File: config.mk
export PLATFORM = sky130hd
export DESIGN_NAME = c1541_track_ctrl_flat
export DESIGN_NICKNAME = d
export VERILOG_FILES = /design/src/rtl/c1541_track_ctrl_if.sv /design/src/rtl/c1541_track_ctrl.sv /design/src/flat_wrapper.sv
export SDC_FILE = /design/constraint.sdc
export NUM_CORES = 1
export LEC_CHECK = 0
export BUFFER_PORTS_ARGS = -buffer_cell sky130_fd_sc_hd__buf_2
export CORE_MARGIN = 2
export CORE_UTILIZATION = 52
export CTS_CLUSTER_SIZE = 12
export DETAILED_ROUTE_END_ITERATION = 7
export PLACE_DENSITY = 0.86
export SYNTH_ARGS = -nofsm -noshare
export SYNTH_HDL_FRONTEND = slang
export SYNTH_SLANG_ARGS = --single-unit
File: constraint.sdc
create_clock -name clk32 -period 7.35 [get_ports clk32]
set_input_delay 1.47 -clock clk32 [delete_from_list [all_inputs] [get_ports clk32]]
set_output_delay 1.47 -clock clk32 [all_outputs]
set_load 0.02 [all_outputs]
File: src/rtl/c1541_track_ctrl_if.sv
// Loader-side handshake and buffer port of the c1541 track controller.
// The controller uses the master modport (it issues track requests) and the SD image loader uses the slave modport.
interface c1541_track_ctrl_if #(
  parameter int ADDR_W = 13
);
  logic [6:0]        sd_track;
  logic              sd_rd;
  logic              sd_wr;
  logic              sd_ack;
  logic [ADDR_W-1:0] sd_buff_addr;
  logic              sd_buff_we;
  logic [7:0]        sd_buff_dout;
  logic [7:0]        sd_buff_din;

  modport master (
    output sd_track, sd_rd, sd_wr, sd_buff_din,
    input  sd_ack, sd_buff_addr, sd_buff_we, sd_buff_dout
  );

  modport slave (
    input  sd_track, sd_rd, sd_wr, sd_buff_din,
    output sd_ack, sd_buff_addr, sd_buff_we, sd_buff_dout
  );
endinterface

File: src/rtl/c1541_track_ctrl.sv
// Track buffer owner: settles after head steps, writes back dirty tracks, loads new ones.
// Optional C1541_FLUSH_ON_MTR_OFF_EN: write back a dirty track when the spindle motor stops.
module c1541_track_ctrl #(
  parameter int SETTLE_CYCLES = 96000,
  parameter int ADDR_W        = 13
) (
  input  logic              clk32,
  input  logic              reset_n,
  input  logic [6:0]        half_track,
  input  logic              mtr,
  input  logic              img_mounted,
  input  logic [ADDR_W-1:0] gcr_addr,
  input  logic              gcr_we,
  input  logic [7:0]        gcr_di,
  output logic [7:0]        gcr_do,
  output logic              ram_ready,
  c1541_track_ctrl_if.master sd,
  output logic [ADDR_W-1:0] mem_addr,
  output logic              mem_we,
  output logic [7:0]        mem_di,
  input  logic [7:0]        mem_do
);
  localparam int CNT_W = $clog2(SETTLE_CYCLES + 1);
  localparam logic [CNT_W-1:0] CNT_LAST = CNT_W'(SETTLE_CYCLES - 1);

  localparam logic [1:0] ST_SETTLE = 2'd0;
  localparam logic [1:0] ST_FLUSH  = 2'd1;
  localparam logic [1:0] ST_LOAD   = 2'd2;
  localparam logic [1:0] ST_READY  = 2'd3;

  logic [1:0]       state;
  logic [CNT_W-1:0] cnt;
  logic [6:0]       ht_q;
  logic             dirty;
  logic             valid;
  logic             mount_pend;
  logic             ack_q;
  logic             change;
  logic             ack_fall;

  assign change   = (half_track != ht_q);
  assign ack_fall = ack_q & ~sd.sd_ack;

  always_comb begin
    mem_addr = ram_ready ? gcr_addr : sd.sd_buff_addr;
    mem_we   = ram_ready ? gcr_we   : sd.sd_buff_we;
    mem_di   = ram_ready ? gcr_di   : sd.sd_buff_dout;
  end

  assign gcr_do         = mem_do;
  assign sd.sd_buff_din = mem_do;

`ifdef C1541_FLUSH_ON_MTR_OFF_EN
  logic mtr_q;
  logic mtr_flush;
`else
  logic unused_mtr;
  assign unused_mtr = mtr;
`endif

  always_ff @(posedge clk32 or negedge reset_n) begin
    if (!reset_n) begin
      state       <= ST_SETTLE;
      cnt         <= '0;
      ht_q        <= '0;
      dirty       <= 1'b0;
      valid       <= 1'b0;
      mount_pend  <= 1'b0;
      ack_q       <= 1'b0;
      ram_ready   <= 1'b0;
      sd.sd_rd    <= 1'b0;
      sd.sd_wr    <= 1'b0;
      sd.sd_track <= '0;
`ifdef C1541_FLUSH_ON_MTR_OFF_EN
      mtr_q       <= 1'b0;
      mtr_flush   <= 1'b0;
`endif
    end else begin
      ht_q  <= half_track;
      ack_q <= sd.sd_ack;
`ifdef C1541_FLUSH_ON_MTR_OFF_EN
      mtr_q <= mtr;
`endif
      case (state)
        ST_SETTLE: begin
          mount_pend <= 1'b0;
          if (change || img_mounted) begin
            cnt <= '0;
          end else if (cnt == CNT_LAST) begin
            cnt <= '0;
            // A write-back keeps sd_track, which still names the buffered track.
            if (dirty) begin
              state    <= ST_FLUSH;
              sd.sd_wr <= 1'b1;
            end else begin
              state       <= ST_LOAD;
              sd.sd_rd    <= 1'b1;
              sd.sd_track <= half_track;
            end
          end else begin
            cnt <= cnt + 1'b1;
          end
        end

        ST_FLUSH: begin
          if (img_mounted) mount_pend <= 1'b1;
          if (sd.sd_ack) sd.sd_wr <= 1'b0;
          if (ack_fall && !sd.sd_wr) begin
            dirty <= 1'b0;
`ifdef C1541_FLUSH_ON_MTR_OFF_EN
            mtr_flush <= 1'b0;
`endif
            if (img_mounted || mount_pend) begin
              state <= ST_SETTLE;
`ifdef C1541_FLUSH_ON_MTR_OFF_EN
            end else if (mtr_flush) begin
              if (half_track == sd.sd_track) begin
                state     <= ST_READY;
                ram_ready <= 1'b1;
              end else begin
                state <= ST_SETTLE;
              end
`endif
            end else begin
              state       <= ST_LOAD;
              sd.sd_rd    <= 1'b1;
              sd.sd_track <= half_track;
            end
          end
        end

        ST_LOAD: begin
          if (img_mounted) mount_pend <= 1'b1;
          if (sd.sd_ack) sd.sd_rd <= 1'b0;
          if (ack_fall && !sd.sd_rd) begin
            // Data from a replaced image is never marked valid.
            if (img_mounted || mount_pend) begin
              state <= ST_SETTLE;
            end else begin
              valid <= 1'b1;
              if (half_track == sd.sd_track) begin
                state     <= ST_READY;
                ram_ready <= 1'b1;
              end else begin
                state <= ST_SETTLE;
              end
            end
          end
        end

        ST_READY: begin
          if (gcr_we) dirty <= 1'b1;
          if (change || img_mounted || !valid) begin
            state     <= ST_SETTLE;
            ram_ready <= 1'b0;
`ifdef C1541_FLUSH_ON_MTR_OFF_EN
          end else if (dirty && mtr_q && !mtr) begin
            state     <= ST_FLUSH;
            ram_ready <= 1'b0;
            sd.sd_wr  <= 1'b1;
            mtr_flush <= 1'b1;
`endif
          end
        end

        default: begin
          state     <= ST_SETTLE;
          ram_ready <= 1'b0;
        end
      endcase

      // A new image discards dirty/valid regardless of what the state update wanted.
      if (img_mounted) begin
        dirty <= 1'b0;
        valid <= 1'b0;
      end
    end
  end
endmodule

File: src/flat_wrapper.sv
// flat-port wrapper written by rule: the top's interface ports become plain ports
module c1541_track_ctrl_flat 
#(
  parameter int SETTLE_CYCLES = 96000,
  parameter int ADDR_W        = 13
)
  (clk32, reset_n, half_track, mtr, img_mounted, gcr_addr, gcr_we, gcr_di, gcr_do, ram_ready, mem_addr, mem_we, mem_di, mem_do, sd_sd_track, sd_sd_rd, sd_sd_wr, sd_sd_buff_din, sd_sd_ack, sd_sd_buff_addr, sd_sd_buff_we, sd_sd_buff_dout);
  c1541_track_ctrl_if #(.ADDR_W(ADDR_W)) sd_i ();
  input  logic clk32;
  input  logic reset_n;
  input  logic [6:0] half_track;
  input  logic mtr;
  input  logic img_mounted;
  input  logic [ADDR_W-1:0] gcr_addr;
  input  logic gcr_we;
  input  logic [7:0] gcr_di;
  output logic [7:0] gcr_do;
  output logic ram_ready;
  output logic [ADDR_W-1:0] mem_addr;
  output logic mem_we;
  output logic [7:0] mem_di;
  input  logic [7:0] mem_do;
  output wire logic [$bits(sd_i.sd_track)-1:0] sd_sd_track;
  output wire logic [$bits(sd_i.sd_rd)-1:0] sd_sd_rd;
  output wire logic [$bits(sd_i.sd_wr)-1:0] sd_sd_wr;
  output wire logic [$bits(sd_i.sd_buff_din)-1:0] sd_sd_buff_din;
  input wire logic [$bits(sd_i.sd_ack)-1:0] sd_sd_ack;
  input wire logic [$bits(sd_i.sd_buff_addr)-1:0] sd_sd_buff_addr;
  input wire logic [$bits(sd_i.sd_buff_we)-1:0] sd_sd_buff_we;
  input wire logic [$bits(sd_i.sd_buff_dout)-1:0] sd_sd_buff_dout;
  assign sd_sd_track = sd_i.sd_track;
  assign sd_sd_rd = sd_i.sd_rd;
  assign sd_sd_wr = sd_i.sd_wr;
  assign sd_sd_buff_din = sd_i.sd_buff_din;
  assign sd_i.sd_ack = sd_sd_ack;
  assign sd_i.sd_buff_addr = sd_sd_buff_addr;
  assign sd_i.sd_buff_we = sd_sd_buff_we;
  assign sd_i.sd_buff_dout = sd_sd_buff_dout;
  c1541_track_ctrl #(.SETTLE_CYCLES(SETTLE_CYCLES), .ADDR_W(ADDR_W)) u_core (.clk32(clk32), .reset_n(reset_n), .half_track(half_track), .mtr(mtr), .img_mounted(img_mounted), .gcr_addr(gcr_addr), .gcr_we(gcr_we), .gcr_di(gcr_di), .gcr_do(gcr_do), .ram_ready(ram_ready), .sd(sd_i), .mem_addr(mem_addr), .mem_we(mem_we), .mem_di(mem_di), .mem_do(mem_do));
endmodule
==> results of run 1 <==
## placed cells by master, fill, tap and decap left out, types with 2 or more instances in the layout
master      netlist  layout
inv_1             7       7
clkbuf_8          0       6
nor4_1            8       8
a31oi_1           5       5
nand2_1          25      25
o21ai_0           9       9
xnor2_1          11      11
a21oi_1           8       8
nor2_1           10      10
a21o_1            5       5
clkinvlp_4        0       2
nor3b_1           2       2
buf_2             1      86
mux2_2           30      30
and2_1            4       4
xor2_1            3       3
nand4_1           8       8
mux2i_1           3       3
and3_1            6       6
o21a_1            2       2
or3_1             3       3
dfrtp_1          40      40
or4_1             4       4
nand3b_1          2       2
a41oi_1           3       3
nor3_1            7       7
ha_1              5       5
nand3_1          11      11
nand2b_1          6       6
o31ai_1           3       3
## per-stage QoR
stage          power, mW  std cells  utilization (%)  cell area [µm²]  hold slack (ps)
3_5_place_dp       0.540        401             62.2             2980              496
2_1_floorplan      0.467        276                -             2630              463
5_1_grt            0.737        409             64.2             3070              537
4_1_cts            0.695        409             64.2             3070              518
3_3_place_gp       0.532        401             62.2             2980              492
6_report           0.689        409             64.2             3070              511
## power by group
part / internal, mW / switching [mW]
clock: 0.0760 / 0.0775
combinational: 0.107 / 0.151
sequential: 0.251 / 0.0264
total: 0.434 / 0.255
## kinds of logic (layout without fill, tap and decap cells)
group	Yosys count	in the layout	share of synthesized area, %
fa+ha+maj	5	5	2.38
simple gates	103	103	21.7
xor+xnor	14	14	4.66
mux	33	33	14.0
flops	40	40	38.1
buf+inv	36	102	7.62
compound gates	45	45	11.6
## state kept, by name (all words and copies together) (netlist names)
register	cells
u_core.ram_ready	1
u_core.ht_q	7
u_core.ack_q	1
u_core.sd.sd_wr	1
u_core.valid	1
u_core.state	2
u_core.sd.sd_track	7
u_core.cnt	17
u_core.sd.sd_rd	1
u_core.dirty	1
u_core.mount_pend	1
## cell type report
class | count | share of cell area, %
clock buffer | 6 | 2.69
clock inverter | 2 | 0.488
inverter | 7 | 0.855
multi-input combinational | 200 | 46.4
sequential | 40 | 32.6
tap | 67 | 2.73
timing repair buffer | 87 | 14.2
## synth_stat cells, types with 6 or more instances
cell type   n  area share (%)
nand4_1     8             1.9
nor4_1      8             1.9
and3_1      6             1.4
nand2b_1    6             1.4
xnor2_1    11             3.7
buf_4      17             4.9
nor2_1     10             1.4
nor3_1      7             1.3
nand3_1    11             2.1
dfrtp_1    40              38
o21ai_0     9             1.7
nand2_1    25             3.6
mux2_2     30              13
inv_1       7             1.0
a21oi_1     8             1.5
clkbuf_1   10             1.4
## metal layers
metal / vias to the layer above / GRT usage, % / part of all wire, % / wire [µm]
li1: 1124 / - / - / -
met1: 1147 / 26.9 / 40 / 2550
met2: 88 / 40.1 / 52 / 3370
met3: 12 / 4.42 / 6.5 / 414
met4: 0 / 8.93 / 1.3 / 84
met5: - / 0 / 0 / 0
## final timing paths
kind / from / end / slack (ps) / cells past startpoint
setup / recovery: half_track[3] / u_core.cnt[7] / 3780 / 7
hold / removal: u_core.sd.sd_rd / u_core.sd.sd_rd / 510 / 1
setup reg to reg: u_core.state[0] / u_core.cnt[7] / 4200 / 7
hold reg to reg: u_core.sd.sd_rd / u_core.sd.sd_rd / 510 / 1
max in group asynchronous: reset_n / u_core.cnt[9] / 5520 / 1
min in group asynchronous: reset_n / u_core.cnt[11] / 1280 / 1
## worst max-delay path, stage by stage
cell	delay [ps]
buf_2	130
xnor2_1	170
nand4_1	480
nor4_1	990
buf_4	290
a41oi_1	140
nor2_1	120
==> results.md, run 1 <==
- The flow ran to the end, and the final reports show no timing, DRC or antenna violations.
- Max-cap violations in this run came to 0.
- The layout cell share with drive strength beyond 1 is 37.4%.
- In this run the power density over the cells is around 220 mW/mm².
- The cell at the root of the clock tree is clkbuf_8.
- The floorplan step defined a die boundary enclosing approximately 0.0056 mm².
- STA classifies the critical path startpoint as a primary input.
- The worst setup slack before clock tree synthesis is 3550 ps.
- In the routed design, unresolved DRC markers number 0.
- The number of gates resized after cts is 0.
- The final critical-path setup slack is 3780 ps.
- The clock sink count is 40.
- The routed layout has 2371 vias.
- In this run the worst path has a maximum fanout of 15.
- For this design, the CTS-stage hold fixing added 0 buffers.
- At the worst endpoint, the arrival time is 3800 ps.
- Timing would allow up to about 280 MHz.
- Adding up every negative setup slack in the final design gives 0 ps.
- For this run, the detailed router's first-pass iteration total came to 4.
- Synthesis inferred 40 register bits.
- The repair_antennas step left the layout with diodes totalling 0.
- In this run the static leakage power is 1.41 nW.
- The count of synthesis-stage warnings from yosys is 0.
- The most used flip-flop cell after synthesis is dfrtp_1.
- TritonCTS built the clock tree.
- Row generation in the floorplan step produced 25 rows.
- STA puts the critical path data required time at about 7600 ps.
- For this block, the routed nets add up to roughly 6.4 mm of wire.
- The top-level I/O count is 112.
- The total of fill cells in the finished design is between 300 and 400.
- The first global-routing pass estimated between 9 and 10 mm of wire.
- Counting flops with a built-in enable in the synthesized netlist gives 0.
- The startpoint-to-endpoint class of the critical path is in2reg.
- The initial antenna violation count was 0.
- The total global routing track utilization is a little under a quarter.
- Dividing the synthesized area by the synthesized cell count gives roughly 9.5 µm².
- The register cell area after layout is 0.00100 mm².
- The cell area after synthesis is around 0.0026 mm².
- The number of hold violations in the final report is 0.
- In the final routed layout, each cell accounts on average for between 15 and 20 µm.
- In this run the worst hold path is classified as reg2reg.
- The violation count after the first detailed-route iteration is approximately 120.
- The die width is roughly 75 µm.
- The H-tree was split into 2 levels.
- Once detailed placement completed, the half-perimeter wirelength came to roughly 4.8 mm.
- Setup repair after global routing left no endpoint under its margin.
- The maximum buffer depth of the clock tree is 2.
- The endpoint class of the critical path is a register.
- The post-CTS setup repair buffer count is 0.
- The pin count of the biggest net entering global routing is 41.
- The number of pins with negative max-slew slack in the final report was 0.
- TritonCTS created 5 clock buffers.
- After layout, the worst path uses 48.6% of the clock period.
- The chip height is about 75 µm.
- The share of flip-flops with an asynchronous set or reset after synthesis is 100%.
- Once the floorplan was initialized, standard cells occupied between 50% and 60% of the core.
- The total area inside the core boundary comes to between 0.004 and 0.005 mm².
- Routability-driven placement finished with a final weighted congestion of 0.867.
- The count of unique library cells instantiated by Yosys is 48.
- The number of nets in the final layout is 410.
- The CTS clock-pin slew for the worst setup and hold paths is about 80 ps.
- The sequential fraction of the synthesis area is 38.1%.
- The worst IR drop on VDD is between 0.2 and 0.25 mV.
- The layout overhead on the synthesized area is 16.9%.
- Input and output buffers added on the ports amount to 86.
- For the pin with the worst max-slew slack, the measured transition is about 980 ps.
- Counting every net in the synthesized netlist gives 345.
- The number of global-route vias before repair was between 2000 and 2500.
- The final period demand of the worst path is about 3600 ps.
- The max-slew headroom at the worst pin is ~34%.
- The number of nets with antenna violations after detailed routing is 0.
- In the routed layout, each cell is associated on average with a via count of ~5.8.
- The clock skew after layout is between 4 and 5 ps.
- Counting every instance in the synthesized netlist gives between 200 and 300.
- The total grt overflow is 0.
- For the worst-skew pair, the clock arrives at the later sink with an insertion delay of roughly 290 ps.
- The combined area of the multi-input logic cells is roughly 0.0014 mm².
- Setup violations remaining at the end of the flow were counted as 0.
Note: power is estimated with default switching activity, not from simulation.
==> run 2: changes to the inputs <==
Settings changed: ABC_AREA set to 1, CORE_UTILIZATION 52 to 44, PLACE_DENSITY 0.86 to 0.78.
Clock period 7.35 ns to 3.25 ns, I/O delays scaled along.
==> run 2 against run 1 <==
Net effect: clock skew rose by 4.3 ps; critical path depth fell by 5; synthesized cell count grew 20%; cell count up 17%; count of clock-buffer cells in the layout stayed put; design area is 0.98% higher; largest cell class unchanged; clock power rose by 130%; global-route usage fell by 4.1 points.
==> results.md, run 2 <==
- The number of maximum-capacitance violations is 0.
- The synthesized design spends more area on one cell type than any other, namely dfrtp_1.
- The number of nets produced by synthesis is 399.
- For this configuration, the core starts out at a cell density of 45.0%.
- The endpoint class of the critical path is an output port.
- In the finished design, the share of the clock period the worst path needs comes to between 70% and 80%.
- In this run the tightest slew margin relative to its limit is 39.2%.
- The highest achievable clock rate is 404 MHz.
- The post-layout instance count excluding filler cells is 478.
- The cell area after synthesis is roughly 0.0026 mm².
- In this run the number of H-tree levels came out at 2.
- The share of flip-flops with an asynchronous set or reset after synthesis is 100%.
- The register with the most flip-flops in the layout has 17 of them.
- Synthesis instantiated 33 different standard cells from the library.
- The number of CTS-inserted buffers is 5.
- With fillers left out, the area of the finished cells amounts to about 0.0031 mm².
- The sequential fraction of the synthesis area is 38.0%.
- Counting instances in the post-synthesis netlist gives the leading cell types as 81 x nand2_1, 40 x dfrtp_1, 39 x inv_1, 23 x nor2_1, 22 x mux2_2.
- The post-DP HPWL is 4.59 mm.
- The total wire length is around 6.0 mm.
- The register with the highest flop count is u_core.cnt.
- In the final layout, the registers with the most flip-flops are u_core.cnt: 17 flops, u_core.ht_q: 7 flops, u_core.sd.sd_track: 7 flops.
- The number of pins with negative max-slew slack in the final report was 0.
- The final setup violation count is 0.
- Across every metal layer, demand over resource in global routing totals 18.5%.
- From bottom edge to top edge, the die measures 81.3 µm.
- Counting I/O delays and the setup requirement, the final critical path takes approximately 2500 ps.
- The post-CTS setup repair buffer count is 0.
- Timing analysis after detailed placement gives a worst setup slack of approximately 1100 ps.
- The ratio of routed vias to standard cells is between 5 and 6.
- The required arrival time at the worst endpoint is between 2000 and 3000 ps.
- Traced cell by cell, the critical path runs through mux2_2 -> buf_2.
- The most instantiated library cell after synthesis is nand2_1.
- Leaving out fill and tap cells, the most frequent cells in the layout are 86 x buf_2, 81 x nand2_1, 40 x dfrtp_1, 39 x inv_1, 23 x nor2_1.
- Once detail routing completed, the nets flagged for antenna violations numbered 0.
- STA classifies the critical path startpoint as a register.
- The delay contributed by the slowest stage of the critical path is around 940 ps.
- Each instance of the synthesized netlist takes up on average about 8 µm².
- The worst hold path belongs to the class in2async.
- After detailed routing, the number of remaining DRC violations is 0.
- The routed layout has 2400 vias.
- For this run the aggregate overflow at the end of global routing stands at 0.
- The number of nets in the final layout is between 400 and 500.
- Post-CTS repair changed the size of 0 cells.
- After layout, the worst setup slack is about 770 ps.
- The library cell used most frequently in the layout, excluding fill and tap cells, is buf_2.
- Counting the fill cells in the layout gives 545.
- The core box area is approximately 0.0059 mm².
- For this run, the leading register cell type out of synthesis is dfrtp_1.
- The cell at the root of the clock tree is clkbuf_8.
- The number of hold violations in the final report is 0.
- The placed instances occupy a cell area of between 0.003 and 0.004 mm².
- TritonCTS built the clock tree.
- The number of global-route vias before repair is 2206.
- The power per standard cell area is a little over 300 mW/mm².
- The synthesized instance count is 330.
- The critical-path cell with the highest stage delay is dfrtp_1.
- The number of iterations in the first detailed-routing pass is 4.
- The later pin in the worst-skew pair is clocked with a latency of about 300 ps.
- The number of placed instances with taps included is 470.
- The total negative slack for setup checks is 0 ps.
- The port buffer count is 86.
- The final estimated routing congestion in global placement is between 0.8 and 0.9.
- Dividing the detail-routed wire length by the instance count gives around 13 µm.
- The clock skew after layout is 8.92 ps.
- The die covers 0.00661 mm².
- The initial antenna violation count is 0.
- The pin count of the biggest net entering global routing is just over 40.
- The hold buffer count at cts is 0.
- Setup repair after global routing left no endpoint under its margin.
- In this run the core area contains 28 standard-cell rows.
- The layout overhead on the synthesized area is 18.0%.
- The violation count after the first detailed-route iteration is roughly 140.
- The CTS clock-pin slew for the worst setup and hold paths is 80 ps.
- The number of synthesized flops with an enable pin is 0.
- The layout cell share with drive strength beyond 1 is about a third.
- Synthesis inferred 40 register bits.
- The peak fanout along the critical path is 24.
- For this design the top-level I/O count stands at 112.
- The first global-routing pass estimated approximately 9.5 mm of wire.
- Ranked by total cell area, the synthesized netlist is headed by dfrtp_1 38%, nand2_1 12%, mux2_2 9.4%.
- The portion of synthesized cell area occupied by the leading cell type is about two fifths.
- The slew at the pin closest to its max-slew limit is 912 ps.
- The leakage power is around 1.6 nW.
- The antenna diode instance count is 0.
- During synthesis, Yosys emitted a total of 0 warnings.
- The critical path is of the reg2out type.
- At the worst endpoint, the arrival time is 1830 ps.
- The maximum buffer depth of the clock tree is 2.
- The flow ran to the end, and the final reports show no timing, DRC or antenna violations.
- The clock sink count is 40.
- The die width is 81.3 µm.
- VDD sags by at most between 0.2 and 0.3 mV.
run 2: cell types whose count changed after synthesis, sizes merged, moves of 7 or more:
cell,change
o21ai,+13
inv,+33
mux2,-8
nand2,+56
xnor2,-7
nor4,-8
nor2,+15
run 2: kinds of logic (layout without fill, tap and decap cells):
group	after synthesis	in the layout	synth area share [%]
AND/OR/NAND/NOR	147	147	25.2
XOR/XNOR	13	13	4.33
flip-flops	40	40	38.0
AO/OA/AOI/OAI	40	40	9.08
adder cells (fa/ha/maj)	5	5	2.38
buffers and inverters	63	136	11.6
multiplexers	22	22	9.42
run 2: path summary, 6_finish.rpt:
path                             startpoint                     to  slack [ps]  cells after the start
setup / recovery           u_core.ram_ready           mem_addr[11]         770                      2
hold / removal                      reset_n        u_core.sd.sd_wr         470                      1
setup reg to reg            u_core.state[0]        u_core.sd.sd_wr        1130                      7
hold reg to reg                u_core.valid           u_core.valid         500                      2
max in group asynchronous           reset_n  u_core.sd.sd_track[1]        2220                      1
min in group clk32            half_track[5]         u_core.ht_q[5]         490                      1
run 2: routing by layer:
| metal | vias up | GRT usage, % | routed length [µm] |
|---|---|---|---|
| met1 | 1105 | 22.5 | 2480 |
| met3 | 14 | 3.67 | 375 |
| met5 | - | 0 | 0 |
| met2 | 74 | 32.0 | 3040 |
| li1 | 1207 | - | - |
| met4 | 0 | 7.29 | 105 |
run 2: layout make-up:
class                   count  area, µm²  share of cell area, %
multi-input cells         227       1330                   42.7
well taps                  75       93.8                   3.02
flip-flops and latches     40       1000                   32.2
clock inverters             2       10.0                  0.322
inverters                  41        154                   4.96
clock buffers               6       82.6                   2.66
repair buffers             87        438                   14.1
run 2: stage by stage:
stage | hold slack [ps] | util, % | power (mW)
2_1_floorplan | 354 | - | 0.596
3_3_place_gp | 481 | 51.5 | 0.627
3_5_place_dp | 490 | 51.5 | 0.631
4_1_cts | 482 | 53.1 | 0.978
5_1_grt | 490 | 53.1 | 1.01
6_report | 474 | 53.1 | 0.966
run 2: power breakdown:
group	internal [mW]	switching, mW	leakage [nW]
Sequential	0.502	0.00236	0.541
Clock	0.169	0.177	0.0510
Combinational	0.0515	0.0631	0.970
Total	0.723	0.242	1.56
run 2: worst max-delay path: cells and delay by family (launching register included):
kind / cells / cell delay, ps
flops: 1 / 940
mux: 1 / 420
buf+inv: 1 / 160
==> run 3: changes to the inputs <==
Clock period 3.25 ns to 2.2 ns, I/O delays scaled along.
==> run 3 against run 2 <==
Net effect: worst setup slack lost 490 ps; flip-flop and latch count is the same; combinational power grew 48%; die area is the same; global-route usage grew 0.44 points; first-iteration DRC count grew 2.1%; clock power grew 86%; register-to-register slack lost 840 ps.
==> results.md, run 3 (synthesized netlist as in run 2, its figures left out) <==
- The CTS tree is built.
- The cell sitting at the root of the clock tree is a clkbuf_8.
- In the final routed layout, each cell accounts on average for 12.7 µm.
- The chip height is 81.3 µm.
- The initial antenna violation count is 0.
- In this run the register-to-register setup slack is 290 ps.
- CTS built an H-tree with a depth of 2.
- The CTS clock-pin slew for the worst setup and hold paths is ~90 ps.
- The maximum buffer depth of the clock tree is 2.
- The wire length of the first global-routing pass is a little under 10 mm.
- Summed over all layers, the routed wires come to slightly above 6 mm.
- The class of the tightest hold or removal check is in2async.
- The die covers ~0.0066 mm².
- The final setup violation count is 0.
- The antenna diode instance count is 0.
- The slew at the pin closest to its max-slew limit is 513 ps.
- Clock tree synthesis inserted a total of 5 buffers.
- The post-route netlist has 32.9% of its cells at a drive strength greater than 1.
- The critical path is of the reg2out type.
- The delay contributed by the slowest stage of the critical path is 370 ps.
- The analysis attributes to cell leakage a power of roughly 1.6 nW.
- Clock latency on the worst-skew pair, taken at its later pin, is around 300 ps.
- For the worst setup path, the data arrival time is between 1000 and 1500 ps.
- Using the TritonRoute via totals, the vias-per-cell ratio works out to slightly above 5.
- In the layout the commonest cells are 86 x buf_2, 81 x nand2_1, 40 x dfrtp_1, 39 x inv_1, 23 x nor2_1.
- In the routed design, unresolved DRC markers number 0.
- The initial core utilization is ~45%.
- The worst setup path is launched from a register.
- The clock sink count is 40.
- The number of global-route vias before repair is between 2000 and 2500.
- The number of pins with negative max-slew slack in the final report was 0.
- The sum of internal, switching and leakage power is about 1.6 mW.
- The first detailed-routing pass took 4 iterations.
- The number of hold violations in the final report came to 0.
- Setup slack on the critical path of the routed design comes to 278 ps.
- Buffers added to address setup during post-CTS repair amount to 0.
- The register with the most flip-flops in the layout has 17 of them.
- The hold buffer count at cts is 0.
- The violation count after the first detailed-route iteration is about 140.
- The post-layout instance count excluding filler cells is between 400 and 500.
- Between clock sinks in the finished design, the worst skew comes to roughly 12 ps.
- The core box area is approximately 0.006 mm².
- The number of gates resized after cts is 0.
- Ranked by flip-flop count, first place goes to u_core.cnt.
- The filler cells instantiated in the layout total 559.
- The endpoint class of the critical path is an output port.
- The final period demand of the worst path is slightly below 2000 ps.
- The die width is roughly 80 µm.
- At the end of the flow, the number of nets in the layout was ~480.
- Before CTS, the worst setup slack after placement is 304 ps.
- In the finished design, the share of the clock period the worst path needs comes to between 80% and 90%.
- For this design the top-level I/O count stands at 112.
- The number of nets with antenna violations after detailed routing is 0.
- Global routing used roughly a fifth of the available tracks across all layers.
- Once layout is complete, the utilization of the core stands at a little over half.
- The highest achievable clock rate is about 520 MHz.
- For the worst setup path, the data required time is 1760 ps.
- The total grt overflow is 0.
- The pin count of the biggest net entering global routing is between 40 and 50.
- The total negative slack for setup checks is 0 ps.
- The count of buffers added on input and output ports is between 80 and 90.
- Routability-driven placement finished with a final weighted congestion of between 0.8 and 0.9.
- The post-DP HPWL is around 4.6 mm.
- The most common cell after layout, fill and taps aside is buf_2.
- The standard-cell row count is 28.
- The buffer and inverter count on the worst path is 2.
- Walking the worst path, the cells encountered are buf_4 -> mux2_2 -> buf_2.
- Setup repair after global routing left no endpoint under its margin.
- The number of placed instances with taps included is 474.
- Relative to the synthesized area, the layout overhead comes to 20.2%.
- The number of maximum-capacitance violations is 0.
- The flow ran to the end, and the final reports show no timing, DRC or antenna violations.
- The largest registers in the layout are u_core.cnt: 17 flops, u_core.ht_q: 7 flops, u_core.sd.sd_track: 7 flops.
- Power spread over the standard cell area amounts to roughly 490 mW/mm².
- The max-slew headroom at the worst pin is around two thirds.
- Along the worst path, the maximum fanout reaches 23.
- Across the VDD grid, the largest voltage drop is roughly 0.4 mV.
- For this block, the via count after detailed routing is between 2000 and 2500.
- The slowest stage of the critical path is the mux2_2 cell.
- The kind of cell adding the most delay to the critical path is buffers and inverters.
-- run 3: area by class of cell --
cell class,instances,area [µm²],area share [%]
Timing Repair Buffer,91,468,14.8
Clock buffer,6,82.6,2.61
Tap cell,75,93.8,2.97
Sequential cell,40,1000,31.6
Inverter,41,154,4.87
Clock inverter,2,38.8,1.23
Multi-Input combinational cell,227,1330,41.9
-- run 3: power breakdown --
group	switching, mW	internal, mW
logic	0.0929	0.0772
clock network	0.272	0.371
registers	0.00360	0.742
-- run 3: metal layers --
| metal | vias up | GRT usage (%) | wire length [µm] |
|---|---|---|---|
| met1 | 1156 | 22.7 | 2570 |
| met2 | 66 | 33.9 | 3100 |
| met4 | 0 | 6.61 | 91 |
| met5 | - | 0 | 0 |
| li1 | 1211 | - | - |
| met3 | 15 | 3.33 | 348 |
-- run 3: through the flow --
step,hold slack [ps],instance area (µm²)
final,191,3160
after global routing,230,3160
after CTS,200,3160
after detailed placement,482,3040
after global placement,470,3040
after floorplan,144,2630
-- run 3: final timing paths --
check / start / end / depth (start not counted)
worst max-delay path: u_core.ram_ready / mem_addr[6] / 3
worst min-delay path: reset_n / u_core.cnt[12] / 2
worst max register to register: u_core.cnt[0] / u_core.sd.sd_track[6] / 7
worst min register to register: u_core.ram_ready / u_core.ram_ready / 2
max in group asynchronous: reset_n / u_core.ack_q / 2
min in group clk32: half_track[5] / u_core.ht_q[5] / 1
-- run 3: worst reg2reg max path: stages, from the launching register on --
cell     delay (ps)
dfrtp_1         400
ha_1            240
nand3_2         150
nor3_1          310
nand3_1         150
o21ai_2         370
nand4_1         130
nand2_1          90
